$ cat src/rtl/bus_arbiter_rr.sv
// bus_arbiter_rr: round-robin arbiter funnelling NUM_MASTERS rd/wr/rsp pulse channels onto one memory port.
// Optional access timeout is compiled in when BUS_ARBITER_TIMEOUT_EN is defined.
module bus_arbiter_rr #(
    parameter int NUM_MASTERS    = 2,
    parameter int ADDR_WIDTH     = 32,
    parameter int DATA_WIDTH     = 32,
    parameter int TIMEOUT_CYCLES = 255
) (
    input  logic                              clk,
    input  logic                              rst,
    input  logic [NUM_MASTERS-1:0]            m_rd_i,
    input  logic [NUM_MASTERS-1:0]            m_wr_i,
    input  logic [NUM_MASTERS-1:0]            m_flush_i,
    input  logic [NUM_MASTERS*ADDR_WIDTH-1:0] m_addr_i,
    input  logic [NUM_MASTERS*DATA_WIDTH-1:0] m_wdata_i,
    output logic [NUM_MASTERS-1:0]            m_rsp_o,
    output logic [NUM_MASTERS-1:0]            m_err_o,
    output logic [DATA_WIDTH-1:0]             m_rdata_o,
    output logic                              s_rd_o,
    output logic                              s_wr_o,
    output logic [ADDR_WIDTH-1:0]             s_addr_o,
    output logic [DATA_WIDTH-1:0]             s_wdata_o,
    input  logic                              s_rsp_i,
    input  logic [DATA_WIDTH-1:0]             s_rdata_i,
    output logic [$clog2(NUM_MASTERS)-1:0]    grant_o
);
    localparam int GW = $clog2(NUM_MASTERS);

    typedef enum logic [1:0] {IDLE, ACCESS, DONE} state_e;

    state_e                 state_q, state_d;
    logic [GW-1:0]          grant_q, grant_d;
    logic [ADDR_WIDTH-1:0]  addr_q, addr_d;
    logic [DATA_WIDTH-1:0]  wdata_q, wdata_d;
    logic                   isWr_q, isWr_d;
    logic                   discard_q, discard_d;
    logic [NUM_MASTERS-1:0] request;
    logic                   found;
    logic [GW-1:0]          pick;
    logic [GW-1:0]          cand;
    logic                   suppress;

`ifdef BUS_ARBITER_TIMEOUT_EN
    localparam int CW = $clog2(TIMEOUT_CYCLES + 1);
    logic [CW-1:0] cnt_q, cnt_d;
`endif

    assign request = (m_rd_i | m_wr_i) & ~m_flush_i;

    // First requester found walking upward from the master after the last grant.
    always_comb begin
        found = 1'b0;
        pick  = grant_q;
        cand  = grant_q;
        for (int k = 1; k <= NUM_MASTERS; k++) begin
            cand = GW'((int'(grant_q) + k) % NUM_MASTERS);
            if (!found && request[cand]) begin
                found = 1'b1;
                pick  = cand;
            end
        end
    end

    always_comb begin
        state_d   = state_q;
        grant_d   = grant_q;
        addr_d    = addr_q;
        wdata_d   = wdata_q;
        isWr_d    = isWr_q;
        discard_d = discard_q;
        m_rsp_o   = '0;
        m_err_o   = '0;
        m_rdata_o = '0;
        suppress  = discard_q | m_flush_i[grant_q];
`ifdef BUS_ARBITER_TIMEOUT_EN
        cnt_d     = cnt_q;
`endif
        unique case (state_q)
            IDLE: begin
                if (found) begin
                    grant_d   = pick;
                    addr_d    = m_addr_i[int'(pick)*ADDR_WIDTH +: ADDR_WIDTH];
                    wdata_d   = m_wdata_i[int'(pick)*DATA_WIDTH +: DATA_WIDTH];
                    isWr_d    = m_wr_i[pick];
                    discard_d = 1'b0;
                    state_d   = ACCESS;
`ifdef BUS_ARBITER_TIMEOUT_EN
                    cnt_d     = '0;
`endif
                end
            end
            ACCESS: begin
                if (m_flush_i[grant_q]) begin
                    discard_d = 1'b1;
                end
                if (s_rsp_i) begin
                    if (!suppress) begin
                        m_rsp_o[grant_q] = 1'b1;
                        m_rdata_o        = s_rdata_i;
                    end
                    discard_d = 1'b0;
                    state_d   = DONE;
                end
`ifdef BUS_ARBITER_TIMEOUT_EN
                // The counter holds the number of ACCESS cycles already elapsed, so this fires on cycle TIMEOUT_CYCLES.
                else if (cnt_q == CW'(TIMEOUT_CYCLES - 1)) begin
                    if (!suppress) begin
                        m_rsp_o[grant_q] = 1'b1;
                        m_err_o[grant_q] = 1'b1;
                    end
                    discard_d = 1'b0;
                    state_d   = DONE;
                end else begin
                    cnt_d = cnt_q + 1'b1;
                end
`endif
            end
            DONE: begin
                state_d = IDLE;
            end
            default: begin
                state_d = IDLE;
            end
        endcase
    end

    always_ff @(posedge clk or posedge rst) begin
        if (rst) begin
            state_q   <= IDLE;
            grant_q   <= GW'(NUM_MASTERS - 1);
            addr_q    <= '0;
            wdata_q   <= '0;
            isWr_q    <= 1'b0;
            discard_q <= 1'b0;
        end else begin
            state_q   <= state_d;
            grant_q   <= grant_d;
            addr_q    <= addr_d;
            wdata_q   <= wdata_d;
            isWr_q    <= isWr_d;
            discard_q <= discard_d;
        end
    end

`ifdef BUS_ARBITER_TIMEOUT_EN
    always_ff @(posedge clk or posedge rst) begin
        if (rst) begin
            cnt_q <= '0;
        end else begin
            cnt_q <= cnt_d;
        end
    end
`endif

    assign s_rd_o    = (state_q == ACCESS) && !isWr_q;
    assign s_wr_o    = (state_q == ACCESS) && isWr_q;
    assign s_addr_o  = addr_q;
    assign s_wdata_o = wdata_q;
    assign grant_o   = grant_q;

endmodule

$ cat config.mk
export PLATFORM = sky130hd
export DESIGN_NAME = bus_arbiter_rr
export DESIGN_NICKNAME = d
export VERILOG_FILES = /design/src/rtl/bus_arbiter_rr.sv
export SDC_FILE = /design/constraint.sdc
export NUM_CORES = 1
export LEC_CHECK = 0
export BUFFER_PORTS_ARGS = -buffer_cell sky130_fd_sc_hd__buf_2
export CAP_MARGIN = 20
export CORE_MARGIN = 2
export CORE_UTILIZATION = 46
export CTS_CLUSTER_SIZE = 10
export DETAILED_ROUTE_END_ITERATION = 10
export HOLD_SLACK_MARGIN = 0.1
export PLACE_DENSITY = 0.82
export SYNTH_ARGS = -nofsm -noshare
export SYNTH_HDL_FRONTEND = slang
export SYNTH_SLANG_ARGS = --single-unit
$ cat constraint.sdc
create_clock -name clk -period 2.9 [get_ports clk]
set_clock_uncertainty 0.2 [all_clocks]
set_input_delay 0.29 -clock clk [delete_from_list [all_inputs] [get_ports clk]]
set_output_delay 0.29 -clock clk [all_outputs]
set_load 0.05 [all_outputs]
Word level (Yosys, flattened, before mapping)
Cells that the tools add are included.

Register bits after elaboration: 69. Bits in latches: 0. RAM bits: 0. Memory bits (read-only): 0. Input port bits: 169. Output and inout bits: 103. Logic and storage cells: 61. Memories: 0.

Add/subtract/negate cells: 2. Multipliers: 0. Div/mod/pow operators: 0. $lt $le $gt $ge: 5. Eq/ne operators: 4. Shift operators: 2. Mux-type cells: 27. Bitwise operators: 4. Reductions and logical operators: 11.

Operators with widths (number): 64-bit by 7-bit variable part select with 32-bit output (2); 32-bit two-way mux (3); 1-bit two-way mux (16); 2-bit two-way mux (5); 1-bit by 2-bit < comparator with 1-bit output, second input constant (4); 1-bit logical AND (4); 2-bit != test, second input constant (2); 2-bit one-hot mux with 2 select lines (1); 2-bit AND reduction (2); 3-bit != test, second input constant (1); 3-bit AND reduction (1); 1-bit adder, second input constant (2); 2-bit AND (1); 2-bit by 1-bit equality test with 1-bit output, second input constant (1); 1-bit zero test (2); 2-bit zero test (1); 2-bit inverter (1); 2-bit bitwise OR (1); 1-bit one-hot mux with 2 select lines (1); 2-bit nonzero test (1); 1-bit demux with 1-bit select (1); 1-bit greater-or-equal comparator, second input constant (1); 1-bit bitwise OR (1).

Logic depth before layout (Yosys ltp)
Depth in word-level cells: 10. Mapped depth: 6. Gate-level depth less buffers: 4.

Least setup slack after synthesis
Ideal clock, no wire load.

Path kind: register to output. Start: register grant_q (netlist: grant_o). End: output port m_rsp_o[1]. Arrival: 2545 ps. Data required time: 2410 ps. Path slack: -135 ps. Cell stages (with the launch flop): 5. Path buffers: 3. Cell sequence: dfstp_2 buf_2 buf_2 clkbuf_1 nor3b_1.

Cells in the longest elaborated chain, start to end: 7. Elaborated cells between the ends (all ways): 11. Those cells by class: order compare (2); mux (7); bitwise (1); reduce/logical (1).

RTL lines: start: declaration (RTL line 32) `logic [GW-1:0] grant_q, grant_d;`; start signal: assignment (RTL line 130) `grant_q <= GW'(NUM_MASTERS - 1);`; start signal: assignment (RTL line 137) `grant_q <= grant_d;`; 1-bit by 2-bit < comparator with 1-bit output (implied by the code) / 1-bit greater-or-equal comparator (equally long branches) (RTL line 98) `m_rsp_o[grant_q] = 1'b1;`; 1-bit logical AND (implied by the code) (RTL line 98); 1-bit two-way mux (implied by the code) (RTL line 98); 1-bit demux with 1-bit select (RTL line 98); 2-bit two-way mux * (RTL line 97) `if (!suppress) begin`; 2-bit two-way mux * (RTL line 96) `if (s_rsp_i) begin`; 2-bit two-way mux * (RTL line 78) `unique case (state_q)`; end: declaration (RTL line 16) `output logic [NUM_MASTERS-1:0] m_rsp_o,`.

Mark *: on every way between the ends. The rest lies on a longest branch, timed or not. The select of a mux whose other input is x is not followed.

Final worst setup path
Start: register grant_q (netlist: grant_o). End: output port m_rdata_o[10].

Cells in the longest elaborated chain, start to end: 6.

RTL lines: 1-bit two-way mux (implied by the code) (2 in series) (RTL line 74) `suppress = discard_q | m_flush_i[grant_q];`; 1-bit bitwise OR (RTL line 74); 32-bit two-way mux (RTL line 97); 32-bit two-way mux (RTL line 96); 32-bit two-way mux (RTL line 78); end: declaration (RTL line 18) `output logic [DATA_WIDTH-1:0] m_rdata_o,`.

No other way between the ends. The select of a mux whose other input is x is not followed.

==> Implementation_results.wiki <==
{| class="wikitable"
! Metric !! Value
|-
| Setup repair after global routing missed its margin || false
|-
| Worst endpoint required time || between 2 and 2.5 ns
|-
| Max FO, Critical Path || 22
|-
| Unique cell type count in the Yosys netlist || 35
|-
| Post-layout minimum cycle time || between 2 and 3 ns
|-
| Fraction of synthesized cell area taken by the top area cell type || around a third
|-
| Post-Route Setup TNS || 0 ns
|-
| Global route total overflow || 0
|-
| Final instance area || between 7000 and 8000 um^2
|-
| Number of global-route vias before repair || about 5200
|-
| Number of setup violations in the final report || 0
|-
| Leakage || about 3.7 nW
|-
| Final number of hold-violating endpoints || 0
|-
| Latest clock arrival within the worst-skew pair || around 0.34 ns
|-
| Total number of nets in the final design || ~1100
|-
| Remaining DRCs || 0
|-
| Width of the die || roughly 110 um
|-
| Synthesized instance count || 643
|-
| Starting DRT DRC Count || roughly 450
|-
| Worst min-delay path category || input pin to flop
|-
| Fraction of layout cells with a size suffix above 1 || between 30% and 40%
|-
| DP Cell Count || 1005
|-
| Arrival time worst endpoint || ~2.2 ns
|-
| Worst Setup Slack post-DPL || about 0.57 ns
|-
| All-layer global routing usage || ~27%
|-
| Mapped cell area || 5010 um^2
|-
| Number of antenna violations at the first check in global routing || 1
|-
| Tightest slew margin relative to the limit || between 20% and 30%
|-
| Number of warnings reported in the yosys synthesis log || 0
|-
| Synthesized area divided by synthesized cell count || 7.80 um^2
|-
| Post-place instance area || 6360 um^2
|-
| Placement row count || 38
|-
| Max-cap violations || 0
|-
| Number of iterations in the first detailed-routing pass || 4
|-
| Area of the core || between 10000 and 15000 um^2
|-
| CTS tree || yes
|-
| Vias per cell || about 5.4
|-
| Cell chosen for the clock root || sky130_fd_sc_hd__clkbuf_8
|-
| Clock buffer depth || 2
|-
| Number of filler instances in the final layout || between 900 and 1000
|-
| Wire length of the first global-routing pass || around 26000 um
|-
| Post-route worst setup slack || 0.227 ns
|-
| Number of antenna cells inserted || 0
|-
| Worst IR drop on VDD || between 0.6 and 0.7 mV
|-
| Final instance count without filler cells || approximately 1100
|-
| Number of pins with negative max-slew slack in the final report || 0
|-
| P&R area growth vs syn || 40.1%
|-
| Run status || complete, no violations
|-
| Count of clock tree sinks || just under 70
|-
| Last weighted congestion value of the routability-driven placer || 0.822
|-
| Die Footprint || between 10000 and 15000 um^2
|-
| Count of flip-flops with a built-in enable after synthesis || 0
|-
| Largest net degree at the start of global routing || 80
|-
| Remaining number of nets flagged by the antenna check after routing || 0
|-
| Top cells by instance count after synthesis || sky130_fd_sc_hd__nand2_1 (192), sky130_fd_sc_hd__and2_1 (81), sky130_fd_sc_hd__dfrtp_1 (68), sky130_fd_sc_hd__and3_1 (64), sky130_fd_sc_hd__o31ai_1 (61)
|-
| Number of CTS-inserted buffers || 9
|-
| Tot Pwr || between 6 and 7 mW
|-
| Detailed-route wire length per cell || approximately 15 um
|-
| Slew at the pin with the worst max-slew slack || between 1 and 1.5 ns
|-
| Most used DFF post-synth || sky130_fd_sc_hd__dfrtp_1
|-
| Total Wirelength || 16300 um
|-
| Start-to-end type of the worst setup path || flop to output port
|-
| Clock-pin slew on the worst setup and hold paths || 0.07 ns
|-
| Die height || between 100 and 150 um
|-
| Critical path capture point type || output port
|-
| Post-route fraction of the period consumed by the critical path || between 90% and 100%
|-
| FF+latch count, synth || 69
|-
| Initial core utilization || between 40% and 50%
|-
| Cell taking the most area after synthesis || sky130_fd_sc_hd__dfrtp_1
|-
| Main area contributors after synthesis || sky130_fd_sc_hd__dfrtp_1 (34%), sky130_fd_sc_hd__nand2_1 (14%), sky130_fd_sc_hd__and2_1 (10%), sky130_fd_sc_hd__o31ai_1 (9.1%), sky130_fd_sc_hd__a211oi_1 (9.0%)
|-
| Detailed placer's ending HPWL || approximately 11000 um
|-
| Peak clock frequency supported by timing || between 0.3 and 0.4 GHz
|-
| Share of synthesized registers carrying an async set or reset || between 90% and 100%
|-
| Most frequently used cell type in the post-synthesis netlist || sky130_fd_sc_hd__nand2_1
|-
| Port Buffers || ~270
|-
| Total number of vias || between 5000 and 6000
|-
| Number of H-tree levels || 3
|-
| Sequential element share of the synthesized area || 34.5%
|-
| Areal power density over the cells || approximately 970 nW/um^2
|-
| Setup crit start kind || flop
|-
| Number of primary I/O pins || roughly 270
|-
| Post CTS Setup Buffer Count || 0
|}
[critical path, cell delays in order, from the launching register on]
cell and delay (ns):
sky130_fd_sc_hd__dfstp_4 0.62, sky130_fd_sc_hd__mux2i_1 0.21, sky130_fd_sc_hd__and3b_1 0.34, sky130_fd_sc_hd__buf_4 0.25
sky130_fd_sc_hd__and2_1 0.16, sky130_fd_sc_hd__buf_2 0.26
[kinds of logic after synthesis]
kind of cell	count (synthesis)	synth area share [%]
mux	1	0.200
flops	69	34.5
compound gates	143	22.4
buf+inv	66	7.11
simple gates	363	35.7
other cells	1	0.0748
[power breakdown]
part	leakage (nW)	internal, mW	switching, mW
clock	0.116	0.529	0.372
combinational	2.72	1.14	3.08
sequential	0.849	1.43	0.255
[placed cells by master (no fill, tap or decap), types with 2 or more instances in the layout]
master / n
sky130_fd_sc_hd__a211oi_2: 4
sky130_fd_sc_hd__a21oi_1: 2
sky130_fd_sc_hd__clkbuf_8: 11
sky130_fd_sc_hd__conb_1: 2
sky130_fd_sc_hd__nand2b_1: 3
sky130_fd_sc_hd__dlygate4sd3_1: 44
sky130_fd_sc_hd__buf_2: 269
sky130_fd_sc_hd__dfrtp_1: 68
sky130_fd_sc_hd__clkinv_2: 2
sky130_fd_sc_hd__buf_4: 11
sky130_fd_sc_hd__nor2b_1: 2
sky130_fd_sc_hd__bufinv_16: 2
sky130_fd_sc_hd__and2_0: 17
sky130_fd_sc_hd__o31ai_2: 4
sky130_fd_sc_hd__buf_12: 2
sky130_fd_sc_hd__a211oi_1: 60
sky130_fd_sc_hd__and2_1: 81
sky130_fd_sc_hd__o31ai_1: 61
sky130_fd_sc_hd__and3_1: 64
sky130_fd_sc_hd__inv_1: 4
sky130_fd_sc_hd__o21ai_4: 2
sky130_fd_sc_hd__nand2_1: 192
[routing by layer]
layer | vias up | part of all wire, % | track usage [%] | wire length (um)
met5 | - | 0.080 | 0 | 13
met3 | 34 | 8.5 | 5.85 | 1390
met1 | 2636 | 42 | 35.5 | 6880
met2 | 258 | 47 | 44.2 | 7640
met4 | 2 | 2.2 | 9.71 | 357
li1 | 2781 | - | - | -
[metrics by stage]
step,hold WS (ns),util (%)
floorplan,0.179,-
global placement,0.255,59.2
detailed placement,0.260,59.2
CTS,0.100,65.4
global route,0.105,65.4
finish,0.111,65.4
[worst paths after layout]
path                                                 from                        end  slack [ns]  cells past startpoint
worst min-delay path                         m_wdata_i[5]   s_wdata_o[5]$_DFFE_PP0P_        0.11                      3
worst max register to register        grant_o$_DFFE_PP1P_   s_addr_o[23]$_DFFE_PP0P_        0.93                      3
max in group asynchronous                             rst        grant_o$_DFFE_PP1P_        1.31                      4
worst max-delay path                  grant_o$_DFFE_PP1P_              m_rdata_o[10]        0.23                      5
worst min register to register  s_wdata_o[15]$_DFFE_PP0P_  s_wdata_o[15]$_DFFE_PP0P_        0.27                      2
min in group asynchronous                             rst   s_addr_o[23]$_DFFE_PP0P_        0.44                      3
[state kept, by name (all words and copies together), names as in the netlist]
register and count:
s_wdata_o 32, grant_o 1, s_addr_o 32, isWr_q 1
discard_q 1, state_q 2
[final cells by class]
class	instances	area, um^2	area share [%]
Multi-Input combinational cell	509	2960	42.2
Timing Repair Buffer	326	1910	27.2
Sequential cell	69	1730	24.7
Tap cell	140	175	2.49
Clock buffer	12	155	2.21
Clock inverter	4	70.1	0.998
Inverter	5	18.8	0.267
[timing repair]
item	CTS	global route
endpoints found under the hold margin	80	0
hold buffers	44	0
resized for setup	0	0
(Power assumes the default switching activity.)
